==> src/rtl/clock_controller_if.sv <==
// ============================================================================
//  Module   : clock_controller_if
//  Purpose  : Control strobes and status bundle for the clock_controller.
//  Revision : 1.0 - initial release
// ============================================================================
`default_nettype none

interface clock_controller_if #(
    parameter int CNT_W = 16
);
    logic [7:0]       divisorIn;
    logic             loadDivisor;
    logic             run;
    logic             stop;
    logic             step;
    logic             clockOut;
    logic             tick;
    logic             stepDone;
    logic             loadError;
    logic             busy;
    logic [7:0]       divisor;
    logic [CNT_W-1:0] tickCount;

    modport master (
        output divisorIn, loadDivisor, run, stop, step,
        input  clockOut, tick, stepDone, loadError, busy, divisor, tickCount
    );

    modport slave (
        input  divisorIn, loadDivisor, run, stop, step,
        output clockOut, tick, stepDone, loadError, busy, divisor, tickCount
    );
endinterface

`default_nettype wire

==> src/rtl/clock_controller.sv <==
// ============================================================================
//  Module   : clock_controller
//  Purpose  : Programmable integer clock divider with run/stop/single-step.
//  Revision : 1.0 - initial release
// ============================================================================
`default_nettype none

module clock_controller #(
    parameter logic [7:0] DIV_RESET = 8'd4,
    parameter int         CNT_W     = 16
) (
    input  wire logic           clockIn,
    input  wire logic           resetN,
    clock_controller_if.slave   bus
);

    typedef enum logic [1:0] {
        IDLE     = 2'd0,
        RUN      = 2'd1,
        STOPPING = 2'd2,
        STEP     = 2'd3
    } state_t;

    localparam logic [7:0] DIV_INIT = (DIV_RESET < 8'd2) ? 8'd2 : DIV_RESET;

    state_t           state_q, state_d;
    logic [7:0]       cnt_q, cnt_d;
    logic [7:0]       div_q, div_d;
    logic             clk_out_q, clk_out_d;
    logic             tick_q, tick_d;
    logic             step_done_q, step_done_d;
    logic             load_err_q, load_err_d;
    logic [CNT_W-1:0] tick_count_q;

    logic             period_end;
    logic [7:0]       cnt_adv;
    logic [7:0]       div_clamped;

    assign period_end  = (state_q != IDLE) && (cnt_q == div_q - 8'd1);
    assign cnt_adv     = period_end ? 8'd0 : cnt_q + 8'd1;
    assign div_clamped = (bus.divisorIn < 8'd2) ? 8'd2 : bus.divisorIn;

    always_comb begin
        state_d    = state_q;
        cnt_d      = cnt_q;
        div_d      = div_q;
        load_err_d = bus.loadDivisor && (state_q != IDLE);

        case (state_q)
            IDLE: begin
                cnt_d = 8'd0;
                if (bus.loadDivisor) begin
                    div_d = div_clamped;
                end
                if (!bus.stop) begin
                    if (bus.run) begin
                        state_d = RUN;
                    end else if (bus.step) begin
                        state_d = STEP;
                    end
                end
            end
            RUN: begin
                cnt_d = cnt_adv;
                if (bus.stop) begin
                    state_d = STOPPING;
                end
            end
            STOPPING: begin
                cnt_d = cnt_adv;
                if (!bus.stop && bus.run) begin
                    state_d = RUN;
                end else if (period_end) begin
                    state_d = IDLE;
                    cnt_d   = 8'd0;
                end
            end
            STEP: begin
                cnt_d = cnt_adv;
                if (bus.stop) begin
                    state_d = STOPPING;
                end else if (bus.run) begin
                    state_d = RUN;
                end else if (period_end) begin
                    state_d = IDLE;
                    cnt_d   = 8'd0;
                end
            end
            default: begin
                state_d = IDLE;
                cnt_d   = 8'd0;
            end
        endcase
    end

    // Outputs are decoded from the next state so the flops hold the value
    // belonging to the cycle they are visible in.
    always_comb begin
        clk_out_d   = (state_d != IDLE) && (cnt_d >= (div_d >> 1));
        tick_d      = (state_d != IDLE) && (cnt_d == div_d - 8'd1);
        step_done_d = (state_d == STEP) && (cnt_d == div_d - 8'd1);
    end

    always_ff @(posedge clockIn) begin
        if (!resetN) begin
            state_q      <= IDLE;
            cnt_q        <= 8'd0;
            div_q        <= DIV_INIT;
            clk_out_q    <= 1'b0;
            tick_q       <= 1'b0;
            step_done_q  <= 1'b0;
            load_err_q   <= 1'b0;
            tick_count_q <= '0;
        end else begin
            state_q      <= state_d;
            cnt_q        <= cnt_d;
            div_q        <= div_d;
            clk_out_q    <= clk_out_d;
            tick_q       <= tick_d;
            step_done_q  <= step_done_d;
            load_err_q   <= load_err_d;
            tick_count_q <= tick_count_q + CNT_W'(tick_q);
        end
    end

    assign bus.clockOut  = clk_out_q;
    assign bus.tick      = tick_q;
    assign bus.stepDone  = step_done_q;
    assign bus.loadError = load_err_q;
    assign bus.busy      = (state_q != IDLE);
    assign bus.divisor   = div_q;
    assign bus.tickCount = tick_count_q;

endmodule

`default_nettype wire

==> src/flat_wrapper.sv <==
// flat-port wrapper written by rule: the top's interface ports become plain ports
module clock_controller_flat 
#(
    parameter logic [7:0] DIV_RESET = 8'd4,
    parameter int         CNT_W     = 16
)
  (clockIn, resetN, bus_divisorIn, bus_loadDivisor, bus_run, bus_stop, bus_step, bus_clockOut, bus_tick, bus_stepDone, bus_loadError, bus_busy, bus_divisor, bus_tickCount);
  clock_controller_if #(.CNT_W(CNT_W)) bus_i ();
  input  wire logic clockIn;
  input  wire logic resetN;
  input wire logic [$bits(bus_i.divisorIn)-1:0] bus_divisorIn;
  input wire logic [$bits(bus_i.loadDivisor)-1:0] bus_loadDivisor;
  input wire logic [$bits(bus_i.run)-1:0] bus_run;
  input wire logic [$bits(bus_i.stop)-1:0] bus_stop;
  input wire logic [$bits(bus_i.step)-1:0] bus_step;
  output wire logic [$bits(bus_i.clockOut)-1:0] bus_clockOut;
  output wire logic [$bits(bus_i.tick)-1:0] bus_tick;
  output wire logic [$bits(bus_i.stepDone)-1:0] bus_stepDone;
  output wire logic [$bits(bus_i.loadError)-1:0] bus_loadError;
  output wire logic [$bits(bus_i.busy)-1:0] bus_busy;
  output wire logic [$bits(bus_i.divisor)-1:0] bus_divisor;
  output wire logic [$bits(bus_i.tickCount)-1:0] bus_tickCount;
  assign bus_i.divisorIn = bus_divisorIn;
  assign bus_i.loadDivisor = bus_loadDivisor;
  assign bus_i.run = bus_run;
  assign bus_i.stop = bus_stop;
  assign bus_i.step = bus_step;
  assign bus_clockOut = bus_i.clockOut;
  assign bus_tick = bus_i.tick;
  assign bus_stepDone = bus_i.stepDone;
  assign bus_loadError = bus_i.loadError;
  assign bus_busy = bus_i.busy;
  assign bus_divisor = bus_i.divisor;
  assign bus_tickCount = bus_i.tickCount;
  clock_controller #(.DIV_RESET(DIV_RESET), .CNT_W(CNT_W)) u_core (.clockIn(clockIn), .resetN(resetN), .bus(bus_i));
endmodule
==> config.mk <==
export PLATFORM = sky130hd
export DESIGN_NAME = clock_controller_flat
export DESIGN_NICKNAME = d
export VERILOG_FILES = /design/src/rtl/clock_controller_if.sv /design/src/rtl/clock_controller.sv /design/src/flat_wrapper.sv
export SDC_FILE = /design/constraint.sdc
export NUM_CORES = 1
export LEC_CHECK = 0
export ABC_AREA = 1
export BUFFER_PORTS_ARGS = -buffer_cell sky130_fd_sc_hd__buf_4
export CAP_MARGIN = 20
export CORE_ASPECT_RATIO = 1.75
export CORE_MARGIN = 2
export CORE_UTILIZATION = 51
export CTS_CLUSTER_DIAMETER = 120
export DETAILED_ROUTE_END_ITERATION = 8
export PLACE_DENSITY = 0.78
export SLEW_MARGIN = 20
export SYNTH_ARGS = -nofsm -noshare
export SYNTH_HDL_FRONTEND = slang
export SYNTH_SLANG_ARGS = --single-unit
==> constraint.sdc <==
create_clock -name clockIn -period 2.6 [get_ports clockIn]
set_input_delay 0.26 -clock clockIn [delete_from_list [all_inputs] [get_ports clockIn]]
set_output_delay 0.26 -clock clockIn [all_outputs]
set_load 0.02 [all_outputs]
# Word-level counts from Yosys, hierarchy flattened

Index checks and enable logic that the tools add are counted.

Output and inout bits: 29
Bits of input ports: 14
Bits in registers: 38
Logic and storage cells: 48

Order comparisons: 2
Reduce and logical (&&, ||, !) cells: 10
Add/subtract/negate cells: 4
Mux-type cells: 18
Eq/ne operators: 6

Operators by type and width:

| cell                | number |
|---|---|
| $mux 8              | 8 |
| $pmux 8 s4          | 1 |
| $add 16x1->16       | 1 |
| $eq 8x8->1          | 2 |
| $mux 2              | 8 |
| $sub 8x1->8 const B | 2 |
| $add 8x1->8 const B | 1 |
| $ge 8x7->1          | 1 |
| $lt 8x2->1 const B  | 1 |
| $pmux 2 s4          | 1 |
| $eq 2x2->1 const B  | 3 |
| $logic_and 1x1->1   | 6 |
| $reduce_bool 2->1   | 2 |
| $eq 2x1->1 const B  | 1 |
| $logic_not 2->1     | 1 |
| $logic_not 1->1     | 1 |

# Logic depth before layout (Yosys ltp)

Depth in word-level cells: 10
Depth in mapped cells: 23
Depth with buffers taken out: 22

# Worst setup path before layout

Ideal clock, no wire load.

Path type: register -> register
Start: register u_core.div_q[0] (netlist: u_core.bus.divisor[0])
End: register u_core.clk_out_q (netlist: u_core.bus.clockOut)
Required time: 2481 ps
Data arrival time: 2835 ps
Slack: -354 ps
Stages on the path, launching flop included: 21
Library setup time: 119 ps
Cells stage by stage: dfxtp_1 -> inv_2 -> ha_1 -> xor2_1 -> nand2_1 -> nor2_1 -> nand2_1 -> nor2_4 -> nand3_4 -> buf_4 -> nand2_1 -> inv_1 -> ha_1 -> a21boi_0 -> o21a_1 -> o21a_1 -> o21ai_0 -> nand2_1 -> a21o_1 -> nand2_1 -> a21oi_1

Cells in the longest elaborated chain, start to end: 10

Ends and longest elaborated chain:

| item                   | RTL line                                       | text |
|---|---|---|
| start, declared        | clock_controller.sv:28                         | `logic [7:0] div_q, div_d;` |
| start signal, assigned | clock_controller.sv:117                        | `div_q <= div_d;` |
| $sub 8x1->8 *          | clock_controller.sv:39                         | `assign period_end = (state_q != IDLE) && (cnt_q == div_q - 8'd1);` |
| $eq 8x8->1 *           | clock_controller.sv:39                         |  |
| $logic_and 1x1->1 *    | clock_controller.sv:39                         |  |
| $mux 8                 | clock_controller.sv:40                         | `assign cnt_adv = period_end ? 8'd0 : cnt_q + 8'd1;` |
| $mux 8                 | clock_controller.sv:73, clock_controller.sv:84 |  |
| $mux 8                 | clock_controller.sv:82                         | `end else if (bus.run) begin` |
| $mux 8                 | clock_controller.sv:80                         | `if (bus.stop) begin` |
| $pmux 8 s4 *           | clock_controller.sv:49                         | `case (state_q)` |
| net u_core.cnt_d[1]    | clock_controller.sv:27                         | `logic [7:0] cnt_q, cnt_d;` |
| $ge 8x7->1 *           | clock_controller.sv:99                         | `clk_out_d = (state_d != IDLE) && (cnt_d >= (div_d >> 1));` |
| $logic_and 1x1->1 *    | clock_controller.sv:99                         |  |
| end signal, assigned   | clock_controller.sv:118                        | `clk_out_q <= clk_out_d;` |
| end, declared          | clock_controller.sv:29                         | `logic clk_out_q, clk_out_d;` |

The timed path passes the listed nets; every way through them passes the cells marked *.
A chain may end at the register's enable or synchronous reset.

# Final worst setup path

Start: register u_core.div_q[1] (netlist: u_core.bus.divisor[1])
End: register u_core.clk_out_q (netlist: u_core.bus.clockOut)

The elaborated chain is that of the path after synthesis.

==> out/metrics.csv <==
metric,value,unit
Post-synth top cells,"nand2_1 (110), inv_1 (59), nor2_1 (56)",
gr usage total,25.4,%
row count,34,
Synth-to-Final Area Change,24.0,%
Synth cell types,32,
Die H,97.3,um
clk slew on worst S/H paths,0.08,ns
syn_nets,422,
Period minus WS final,2.65,ns
Post-Syn Area,2540,um2
clk buf depth,2,
clock network power share,30.4,%
CP startpoint kind,register,
failing checks,setup timing,
ratio of cells with drive above 1 in the final layout,21.0,%
"Clk Latency, worst-skew pair",0.29,ns
Max Clock Freq,377,MHz
Initial Utilization,51.9,%
Setup-failing EPs final,1,
CP required,2.79,ns
Switch Pwr,579,uW
GR Overflow Total,0,
CTS sink count,38,
H-tree lvl count,2,
DR pass1 iterations,4,
Switching Fraction,34.8,%
post-route cell area,3150,um2
Worst setup startpoint,u_core.bus.divisor[1]$_SDFF_PN0_,
CP Max Fanout,4,
Final Slew Violations,0,
antenna-violating nets left,0,
Final GP Congestion,1.03,
Synth Area per Inst,6.41,um2
initial antenna violation count,0,
worst hold slack,0.246,ns
sequential fraction of the synthesis area,30.0,%
DRC,0,
final wirelength,6.77,mm
top cell type's share of synthesized area,30.0,%
RSZ-0062 raised after global routing,yes,
Crit Reg-Reg Startpoint,u_core.bus.divisor[1]$_SDFF_PN0_,
DIE AREA,5580,um2
vias per inst,5.21,
Seq pwr share,37.6,%
"Period Utilization, post-route",102,%
Peak VDD IR,0.000443,V
WS Path Type,reg2reg,
global-route wire length before repair,11.1,mm
ys flop type,dfxtp_1,
Worst setup EP type,register,
P_int,1.08,mW
relative slew slack,61.4,%
Gate power share,31.9,%
CTS tree,built,
Worst-Margin Slew,0.576,ns
largest net degree at the start of global routing,20,
max-cap viol count,0,
min-delay worst type,in2reg,
Post-Place Cell Area,3000,um2
WHS Path Cells,3,
"count leader, synth",nand2_1,
vias in the first global route,2594,
Clock Skew,0.00739,ns
"area leader, netlist",dfxtp_1,
Top-Level Pins,43,
Mapped Cells,396,
WP data arrival,2.84,ns
Hold Crit Start,bus_loadDivisor,
post-place setup slack,-0.0659,ns
root buf cell,clkbuf_8,
"EDFF count, synth",0,
I/O Buffers,42,
Wirelength per Cell,13.4,um
Synth Register Bits,38,
final core utilization,64.3,%
status,"finished, violations left",
Hold Fails Final Rpt,0,
Leak,1.61,nW
nets,478,
area of the core,4890,um2
ys async rst share,0,%
die width,57.3,um
Setup TNS,-0.0493,ns
TritonCTS Buffers,5,
power density of the placed cells,528,nW/um2
largest cells by area after synthesis,"dfxtp_1 (30%), nand2_1 (16%), inv_1 (8.7%)",
DRT iter0 DRCs,126,
cts hold-fix bufs,0,
DR vias,2639,
Detailed Place HPWL,5.33,mm
Antenna diodes,0,
Final WS setup,-0.0493,ns
cell depth of the worst flop-to-flop path,19,
number of synthesis warnings,0,
## stage by stage
step	total power, mW	instances
floorplan	1.00	396
global placement	1.14	498
detailed placement	1.15	498
CTS	1.66	507
global route	1.75	507
finish	1.66	507
## kinds of logic after synthesis
group / after synthesis / synth area share (%)
compound gates: 42 / 10.3
xor+xnor: 7 / 2.42
fa+ha+maj: 12 / 5.92
buf+inv: 69 / 10.9
flops: 38 / 30.0
simple gates: 228 / 40.4
## path summary, 6_finish.rpt
kind / end / slack (ns)
setup reg to reg: u_core.bus.clockOut$_SDFF_PN0_ / -0.05
hold reg to reg: u_core.bus.tickCount[14]$_SDFF_PN0_ / 0.52
setup / recovery: u_core.bus.clockOut$_SDFF_PN0_ / -0.05
hold / removal: u_core.bus.loadError$_SDFF_PN0_ / 0.25
## sequential cells by signal, indices dropped and copies added (netlist names)
signal                flops
u_core.bus.loadError      1
u_core.state_q            2
u_core.bus.divisor        8
u_core.bus.tickCount     16
u_core.bus.tick           1
u_core.bus.clockOut       1
u_core.cnt_q              8
u_core.bus.stepDone       1
## cell type report
class	count	area, um2
repair buffers	55	417
clock inverters	3	40.0
clock buffers	5	68.8
well taps	54	67.6
fillers	462	1750
multi-input cells	289	1540
flip-flops and latches	38	768
inverters	63	244
## layout by cell type (no fill, tap or decap), drive strengths merged, types with 2 or more instances in the layout
cell type	Yosys	routed
clkinv	1	3
dfxtp	38	38
a21boi	3	3
clkbuf	3	5
buf	3	55
inv	62	62
nor2	65	65
o21a	2	2
nor3b	2	2
ha	12	12
nor3	9	9
o21ai	17	17
xor2	6	6
a21oi	18	18
nand4	5	5
nand2	115	115
nand3	32	32
## per-layer routing
metal / vias to the layer above / track usage (%) / wire length (um)
li1: 1342 / - / -
met1: 1177 / 25.0 / 2410
met2: 92 / 47.9 / 3720
met3: 28 / 3.20 / 319
met4: 0 / 15.0 / 314
met5: - / 0 / 0
## power groups by stage
stage          combinational, mW  clock [mW]  sequential [mW]
6_report                   0.531       0.506            0.626
5_1_grt                    0.588       0.532            0.630
4_1_cts                    0.523       0.508            0.625
3_5_place_dp               0.514           0            0.639
2_1_floorplan              0.347           0            0.653
3_3_place_gp               0.504           0            0.638
## worst max-delay path, stage by stage (launching register included)
cell	delay [ns]
dfxtp_4	0.37
inv_4	0.04
ha_4	0.24
xor2_1	0.15
nand2_1	0.06
nor2_1	0.10
nand2_1	0.09
nor2_4	0.14
nand3_4	0.11
nand2_4	0.10
inv_4	0.04
ha_4	0.19
a21boi_1	0.12
o21a_1	0.18
o21a_1	0.16
o21ai_1	0.13
nand2_1	0.06
a21o_1	0.14
nand2_1	0.05
a21oi_1	0.05
## what timing repair did
action,4_1_cts,5_1_grt
setup buffers,1,0
cloned,0,0
resized for setup,1,8
endpoints found under the setup margin,1,4
pin swaps,1,6
Power figures use the tool's default switching activity.
